==> src/rtl/menu_navigator_pkg.sv <==
// ============================================================================
//  Module   : menu_navigator_pkg
//  Purpose  : Shared definitions for the menu navigator and the game core:
//             navigator state encoding and the menu item codes.
//  Revision : 1.0 - initial release
// ============================================================================
`default_nettype none

package menu_navigator_pkg;

    // Navigator states
    typedef enum logic [1:0] {
        ST_IDLE   = 2'd0,
        ST_BROWSE = 2'd1,
        ST_ISSUE  = 2'd2
    } state_t;

    // Menu item codes, shared with the game core
    localparam logic [2:0] ITEM_FEED     = 3'd0;
    localparam logic [2:0] ITEM_PLAY     = 3'd1;
    localparam logic [2:0] ITEM_SLEEP    = 3'd2;
    localparam logic [2:0] ITEM_CLEAN    = 3'd3;
    localparam logic [2:0] ITEM_MEDICINE = 3'd4;
    localparam logic [2:0] ITEM_STATUS   = 3'd5;

endpackage

`default_nettype wire

==> src/rtl/menu_navigator_inactivity_timer.sv <==
// ============================================================================
//  Module   : inactivity_timer
//  Purpose  : Counts idle cycles while enabled; strobes 'expired' for one
//             cycle when the count reaches TIMEOUT-1.
//  Ports    : clk, rst_n (async, active-low), enable (count while high,
//             held at 0 while low), clear (restart from 0), expired (strobe).
//  Revision : 1.0 - initial release
// ============================================================================
`default_nettype none

module inactivity_timer #(
    parameter int unsigned TIMEOUT = 10_000_000,
    parameter int unsigned TO_W    = 24
) (
    input  logic clk,
    input  logic rst_n,
    input  logic enable,
    input  logic clear,
    output logic expired
);

    localparam logic [TO_W-1:0] C_LAST = TO_W'(TIMEOUT - 1);

    logic [TO_W-1:0] count_q;
    logic [TO_W-1:0] count_d;

    always_comb begin
        expired = enable && (count_q == C_LAST);
        count_d = count_q + TO_W'(1);
        // Disabled means frozen at 0, so every entry to counting starts fresh
        if (!enable || clear || expired) begin
            count_d = '0;
        end
    end

    always_ff @(posedge clk or negedge rst_n) begin
        if (!rst_n) begin
            count_q <= '0;
        end else begin
            count_q <= count_d;
        end
    end

endmodule

`default_nettype wire

==> src/rtl/menu_navigator.sv <==
// ============================================================================
//  Module   : menu_navigator
//  Purpose  : Turns debounced button pulses into a wrapping menu cursor and
//             a valid/ready action handshake; drops back to the home screen
//             after an inactivity timeout.
//  Ports    : clk, rst_n (async, active-low)
//             b_left/b_right/b_ok/b_back : one-cycle button pulses
//             act_ready   : game core accepts pending action
//             menu_active : high in BROWSE and ISSUE
//             cursor      : highlighted item
//             act_valid/act_code : pending action and its item index
//             beep        : one-cycle pulse per accepted press
//  Revision : 1.0 - initial release
// ============================================================================
`default_nettype none

module menu_navigator
    import menu_navigator_pkg::*;
#(
    parameter int unsigned N_ITEMS = 6,
    parameter int unsigned IDX_W   = 3,
    parameter int unsigned TIMEOUT = 10_000_000,
    parameter int unsigned TO_W    = 24
) (
    input  logic             clk,
    input  logic             rst_n,
    input  logic             b_left,
    input  logic             b_right,
    input  logic             b_ok,
    input  logic             b_back,
    input  logic             act_ready,
    output logic             menu_active,
    output logic [IDX_W-1:0] cursor,
    output logic             act_valid,
    output logic [IDX_W-1:0] act_code,
    output logic             beep
);

    localparam logic [IDX_W-1:0] C_LAST_ITEM = IDX_W'(N_ITEMS - 1);

    state_t           state_q,       state_d;
    logic [IDX_W-1:0] cursor_q,      cursor_d;
    logic [IDX_W-1:0] act_code_q,    act_code_d;
    logic             act_valid_q,   act_valid_d;
    logic             beep_q,        beep_d;
    logic             menu_active_q, menu_active_d;

    logic             press;      // accepted press while browsing
    logic             timer_exp;
    logic             any_btn;

    assign any_btn = b_left | b_right | b_ok | b_back;

    inactivity_timer #(
        .TIMEOUT (TIMEOUT),
        .TO_W    (TO_W)
    ) u_timer (
        .clk     (clk),
        .rst_n   (rst_n),
        .enable  (state_q == ST_BROWSE),
        .clear   (press),
        .expired (timer_exp)
    );

    always_comb begin
        state_d     = state_q;
        cursor_d    = cursor_q;
        act_code_d  = act_code_q;
        act_valid_d = act_valid_q;
        press       = 1'b0;
        beep_d      = 1'b0;

        case (state_q)
            ST_IDLE: begin
                // Waking press only opens the menu; it does not navigate
                if (any_btn) begin
                    state_d  = ST_BROWSE;
                    cursor_d = '0;
                    beep_d   = 1'b1;
                end
            end

            ST_BROWSE: begin
                if (b_back) begin
                    press    = 1'b1;
                    state_d  = ST_IDLE;
                    cursor_d = '0;
                end else if (b_ok) begin
                    press       = 1'b1;
                    state_d     = ST_ISSUE;
                    act_code_d  = cursor_q;
                    act_valid_d = 1'b1;
                end else if (b_left ^ b_right) begin
                    press = 1'b1;
                    if (b_left) begin
                        cursor_d = (cursor_q == '0) ? C_LAST_ITEM
                                                    : cursor_q - IDX_W'(1);
                    end else begin
                        cursor_d = (cursor_q == C_LAST_ITEM) ? '0
                                                             : cursor_q + IDX_W'(1);
                    end
                end else if (timer_exp) begin
                    // Expiry only counts when no press was accepted this cycle
                    state_d  = ST_IDLE;
                    cursor_d = '0;
                end
                beep_d = press;
            end

            ST_ISSUE: begin
                // Buttons ignored; wait for the core to take the action
                if (act_valid_q && act_ready) begin
                    act_valid_d = 1'b0;
                    state_d     = ST_BROWSE;
                end
            end

            default: begin
                state_d     = ST_IDLE;
                cursor_d    = '0;
                act_valid_d = 1'b0;
            end
        endcase

        menu_active_d = (state_d != ST_IDLE);
    end

    always_ff @(posedge clk or negedge rst_n) begin
        if (!rst_n) begin
            state_q       <= ST_IDLE;
            cursor_q      <= '0;
            act_code_q    <= '0;
            act_valid_q   <= 1'b0;
            beep_q        <= 1'b0;
            menu_active_q <= 1'b0;
        end else begin
            state_q       <= state_d;
            cursor_q      <= cursor_d;
            act_code_q    <= act_code_d;
            act_valid_q   <= act_valid_d;
            beep_q        <= beep_d;
            menu_active_q <= menu_active_d;
        end
    end

    assign menu_active = menu_active_q;
    assign cursor      = cursor_q;
    assign act_valid   = act_valid_q;
    assign act_code    = act_code_q;
    assign beep        = beep_q;

endmodule

`default_nettype wire

==> config.mk <==
export PLATFORM = sky130hd
export DESIGN_NAME = menu_navigator
export DESIGN_NICKNAME = d
export VERILOG_FILES = /design/src/rtl/menu_navigator_pkg.sv /design/src/rtl/menu_navigator_inactivity_timer.sv /design/src/rtl/menu_navigator.sv
export SDC_FILE = /design/constraint.sdc
export NUM_CORES = 1
export LEC_CHECK = 0
export BUFFER_PORTS_ARGS = -buffer_cell sky130_fd_sc_hd__buf_2
export CORE_ASPECT_RATIO = 0.5
export CORE_UTILIZATION = 40
export CTS_CLUSTER_SIZE = 12
export DETAILED_ROUTE_END_ITERATION = 16
export GPL_TIMING_DRIVEN = 0
export SLEW_MARGIN = 20
export SYNTH_ARGS = -nofsm -noshare
export SYNTH_HDL_FRONTEND = slang
export SYNTH_SLANG_ARGS = --single-unit
==> constraint.sdc <==
create_clock -name clk -period 2 [get_ports clk]
set_input_delay 0.1 -clock clk [delete_from_list [all_inputs] [get_ports clk]]
set_output_delay 0.1 -clock clk [all_outputs]
set_load 0.02 [all_outputs]
==> impl_results.md, run 1 <==
* Die area at between 5000 and 6000 um^2
* Die width at 99.0 um
* Max-Cap Viols at 0
* HP Class: in -> reg
* Critical Path RT at approximately 2.2 ns
* Worst slew pin tran at 0.796 ns
* Total CTS buffers at 5
* Synth Instances at ~200
* Mapped cell area at 1880 um^2
* Antenna-violating nets left at 0
* Via count at 1555
* DR WL/cell at 14.2 um
* Status: finished clean
* HPWL Detailed at 2680 um
* VDD IR max at 0.332 mV
* Initial DRC Count at 151
* Setup violations, final at 0
* Buffers on Ports at 14
* Fraction of layout cells with a size suffix above 1 at 17.2%
* Clock buffer depth at 2
* Grt ovf at 0
* Clk pin slew, worst setup/hold paths at about 0.07 ns
* #FFs+latches synth at 35
* CTS root buffer: clkbuf_8
* Initial antenna violation count at 0
* Worst-path maximum fanout at 6
* # placed instances at 269
* Max-slew violation count at 0
* Row cnt at 17
* Vias in the first global route at 1447
* Vias/cell at 5.59
* CP endpoint kind: register
* Drt pass-1 iters at 4
* Startpoint types: register
* Clock latency at the later pin of the worst-skew pair at 0.28 ns
* Fmax at 523 MHz
* Core area at 4470 um^2
* Largest net degree at the start of global routing at 36
* Syn nets at 208
* Pwr dens at 837 nW/um^2
* Worst hold slack at between 0.15 and 0.2 ns
* First-pass GRT wire length at between 6000 and 7000 um
* Worst setup path class: reg -> reg
* Post-layout minimum cycle time at 1.91 ns
* Post-synth EDFFs at 0
* Final-report hold violation count at 0
* Initial core utilization at 42.2%
* P&R area growth vs syn at 15.8%
* Nets at 231
* Final GP Congestion at 0.800
* CTS tree: built
* Fillers at 443
* Top_reg_cell synth: dfrtp_1
* Synth warn at 0
* Leak pwr at around 0.85 nW
* Yosys cell types at 39
* GRT Total Usage at 17.2%
* Syn_area_per_cell at between 9 and 10 um^2
* Register area share after synthesis at 46.5%
* H-tree depth at 2
* Rel. slew slack at 46.9%
* Die height at 50.5 um
* FFs w/ async S/R, synth at 100%
* Number of I/O pins at 16
* Post-Route Skew at 0.00818 ns
* Post-Route WL at 3950 um
* # clock sinks at 35
* Post-Layout Cell Count at 278
* Antenna cell count at 0
* Final Cycle Share at 95.5%
* DRC at 0
* Data arrival, critical path at 2.12 ns
repair_timing:
item | CTS | global route
hold endpoints to repair | 35 | 0
setup buffers | 1 | 1
hold buffers | 1 | 0
cloned | 0 | 0
setup endpoints to repair | 20 | 29
pin swaps | 1 | 0
gates resized for setup | 2 | 5
layout make-up:
class	instances	area (um^2)	share of cell area, %
Buffer	7	41.3	1.89
Clock buffer	6	72.6	3.33
Clock inverter	1	30.0	1.38
Inverter	10	37.5	1.72
Multi-Input combinational cell	145	957	43.9
Sequential cell	35	876	40.2
Tap cell	57	71.3	3.27
Timing Repair Buffer	17	95.1	4.36
path summary, 6_finish.rpt:
path / depth (start not counted) / from / endpoint / slack (ns)
min reg2reg: 1 / act_code[0] / act_code[0] / 0.51
max in group asynchronous: 2 / rst_n / u_timer.count_q[22] / 1.05
min in group asynchronous: 2 / rst_n / cursor[2] / 0.43
max: 5 / u_timer.count_q[0] / u_timer.count_q[20] / 0.09
max reg2reg: 5 / u_timer.count_q[0] / u_timer.count_q[20] / 0.09
min: 3 / b_ok / beep / 0.16
stage by stage:
stage	setup TNS (ns)	utilization, %	power (W)	setup slack [ns]	instance area (um^2)
finish	0	48.8	0.00182	0.0895	2180
CTS	0	48.2	0.00183	0.00262	2150
floorplan	0	-	0.00109	0.178	1880
global route	-0.00240	48.8	0.00192	-0.00240	2180
detailed placement	-0.656	45.3	0.00121	-0.0708	2020
global placement	-0.308	45.3	0.00120	-0.0346	2020
layout by cell type (no fill, tap or decap), types with 3 or more instances in the layout:
cell,n
nor2_1,17
clkbuf_1,6
or3_1,7
o211ai_1,4
and4_1,5
or4_1,3
a21oi_1,14
xor2_1,9
mux2_2,3
nand2_1,12
o31ai_1,3
xnor2_1,3
o21ai_0,13
clkbuf_8,5
nand4_1,9
buf_2,14
dfrtp_1,35
nand3_1,10
inv_1,10
nor4_1,3
metal layers:
layer | wire length, um | vias up | GRT usage [%]
met2 | 1770 | 30 | 28.0
met3 | 131 | 4 | 4.18
met5 | 0 | - | 0
li1 | - | 774 | -
met4 | 34 | 0 | 4.48
met1 | 2010 | 747 | 23.2
cells in the mapped netlist (all sizes together) (4+ instances only):
cell | count | share of area [%]
nand4 | 10 | 3.7
xor2 | 9 | 4.2
a21oi | 15 | 4.2
dfrtp | 35 | 47
nor2 | 17 | 3.4
inv | 10 | 2.0
and4 | 6 | 2.9
nand2 | 12 | 2.4
o211ai | 4 | 1.6
nand3 | 10 | 2.7
or4 | 5 | 2.2
o21ai | 15 | 4.2
or3 | 7 | 2.3
clkbuf | 6 | 1.2
where the power goes:
part | switching [W] | internal (W)
clock | 0.000249 | 0.000365
combinational | 0.000234 | 0.000150
sequential | 0.0000499 | 0.000776
logic make-up after synthesis:
family	Yosys count	share of synthesized area, %
buffers and inverters	18	4.19
adder cells (fa/ha/maj)	3	1.99
multiplexers	4	2.33
XOR/XNOR	12	5.58
flip-flops	35	46.5
AND/OR/NAND/NOR	84	25.8
AO/OA/AOI/OAI	42	13.6
sequential cells by signal, indices dropped and copies added (netlist names):
name             cells
u_timer.count_q     24
beep                 1
state_q              2
act_code             3
act_valid            1
menu_active          1
cursor               3
worst max-delay path, stage by stage, from the launching register on:
cell	delay (ns)
dfrtp_1	0.40
ha_4	0.18
nand4_2	0.14
or4_4	0.60
or3_1	0.38
a21oi_2	0.13
Power figures use the tool's default switching activity.
==> run 2, diff against run 1 <==
RECOVER_POWER = 50   (was default)
==> run 2 against run 1 <==
Clock skew is essentially flat. Non-clock buffer count stayed put. Setup slack lost 0.0025 ns. First-iteration DRC count rose by 0.66%. Final cell count did not move. Largest power group unchanged. Highest routed layer unchanged.
==> impl_results.md, run 2 (synthesized netlist as in run 1, its figures left out) <==
* Status: finished clean
* Drt pass-1 iters at 4
* Nets at 231
* Final GP Congestion at 0.800
* R2r worst-path depth at 5
* Clock latency at the later pin of the worst-skew pair at 0.28 ns
* Worst Hold End: beep
* Most common cell after layout, fill and taps aside: dfrtp_1
* GRT Total Usage at 17.2%
* Startpoint types: register
* Max-Cap Viols at 0
* Met3 wire length at 128 um
* Core area at between 4000 and 5000 um^2
* Rel. slew slack at 41.0%
* Fmax at 523 MHz
* Highest-count cells in the layout ignoring fill and taps: 35 x dfrtp_1, 17 x nor2_1, 14 x a21oi_1
* Antenna cell count at 0
* Highest routed layer: met4
* Fraction of layout cells with a size suffix above 1 at 14.0%
* Max-slew violation count at 0
* Final Cycle Share at 95.7%
* # placed instances at 269
* Clk pin slew, worst setup/hold paths at 0.07 ns
* Antenna-violating nets left at 0
* Worst slew pin tran at 0.886 ns
* Post-Route Skew at approximately 0.008 ns
* Largest net degree at the start of global routing at 36
* Post-Route WL at 3940 um
* Post-layout minimum cycle time at between 1.5 and 2 ns
* Row cnt at 17
* Total CTS buffers at 5
* Setup TNS at 0 ns
* Pwr dens at 835 nW/um^2
* Post-Layout Cell Count at 278
* Vias/cell at between 5 and 6
* Worst setup margin at between 0.08 and 0.09 ns
* Worst R2R Start: u_timer.count_q[0]
* Die area at 5000 um^2
* Via count at 1554
* # clock sinks at 35
* Initial antenna violation count at 0
* Critical Path RT at 2.21 ns
* Setup violations, final at 0
* Initial core utilization at 42.2%
* Largest register FFs at 24
* CTS tree: built
* Biggest register: u_timer.count_q
* Buffers on Ports at 14
* Worst-path maximum fanout at 6
* Multi-input logic area at 957 um^2
* HP Class: in -> reg
* P&R area growth vs syn at 15.3%
* Number of I/O pins at 16
* Grt ovf at 0
* Worst setup path class: reg -> reg
* VDD IR max at ~0.32 mV
* Hold_sp: b_ok
* Internal reg-to-reg setup slack at 0.09 ns
* Fillers at 445
* Leak pwr at 0.830 nW
* M1 wire length at 2010 um
* CP endpoint kind: register
* Seq. cell area at 876 um^2
* Hold path depth at 3
* Data arrival, critical path at ~2.1 ns
* Post-route core utilization at 48.6%
* Die height at 50.5 um
* Final-report hold violation count at 0
* Vias in the first global route at 1447
* RR Endpoint: u_timer.count_q[20]
* Clock buffer depth at 2
* Placement Setup Slack at -0.0708 ns
* DRC at 0
* CTS root buffer: clkbuf_8
* H-tree depth at 2
* DR WL/cell at about 14 um
* HPWL Detailed at 2680 um
* Initial DRC Count at 152
* Met2 WL at approximately 1800 um
* Die width at 99.0 um
* First-pass GRT wire length at 6640 um
## run 2: cell types whose count changed in the layout (fill, tap and decap cells not counted), sizes merged
cell / previous run / this run
clkbuf: 11 / 19
buf: 18 / 10
## run 2: per-stage QoR
step / power, W / hold slack (ns) / cell area [um^2]
2_1_floorplan: 0.00109 / -0.196 / 1880
3_3_place_gp: 0.00120 / 0.222 / 2020
3_5_place_dp: 0.00121 / 0.237 / 2020
4_1_cts: 0.00183 / 0.156 / 2150
6_report: 0.00181 / 0.158 / 2170
5_1_grt: 0.00191 / 0.185 / 2170
## run 2: report_power, final
group	total (W)	switching, W	internal (W)
Combinational	0.000372	0.000234	0.000138
Sequential	0.000827	0.0000515	0.000776
Clock	0.000615	0.000250	0.000365
## run 2: routing by layer
layer	GRT usage [%]	vias up
met5	0	-
met4	4.48	0
met3	4.18	4
met2	28.0	28
met1	23.2	750
li1	-	772
## run 2: cell type report
type | instances | area share (%)
Multi-Input combinational cell | 145 | 44.1
Inverter | 10 | 1.73
Clock buffer | 6 | 3.34
Timing Repair Buffer | 17 | 3.97
Sequential cell | 35 | 40.3
Tap cell | 57 | 3.28
Buffer | 7 | 1.90
Clock inverter | 1 | 1.38
## run 2: critical path: stages, from the launching register on
cell	delay, ns
dfrtp_1	0.40
ha_4	0.18
nand4_2	0.14
or4_4	0.61
or3_1	0.38
a21oi_2	0.13
## run 2: timing repair
action	in CTS	in global routing
resized for setup	2	5
setup endpoints to repair	20	29
pin swaps	1	0
setup buffers	1	1
hold buffers	1	0
hold endpoints to repair	35	0
## run 2: worst max-delay path by stage
stage | start | endpoint | slack, ns | cells past startpoint
floorplan | u_timer.count_q[0] | u_timer.count_q[20] | 0.18 | 5
global placement | u_timer.count_q[0] | u_timer.count_q[7] | -0.03 | 6
detailed placement | u_timer.count_q[0] | u_timer.count_q[8] | -0.07 | 6
CTS | u_timer.count_q[0] | cursor[1] | 0.003 | 5
global route | u_timer.count_q[0] | u_timer.count_q[22] | -0.002 | 5
finish | u_timer.count_q[0] | u_timer.count_q[20] | 0.09 | 5
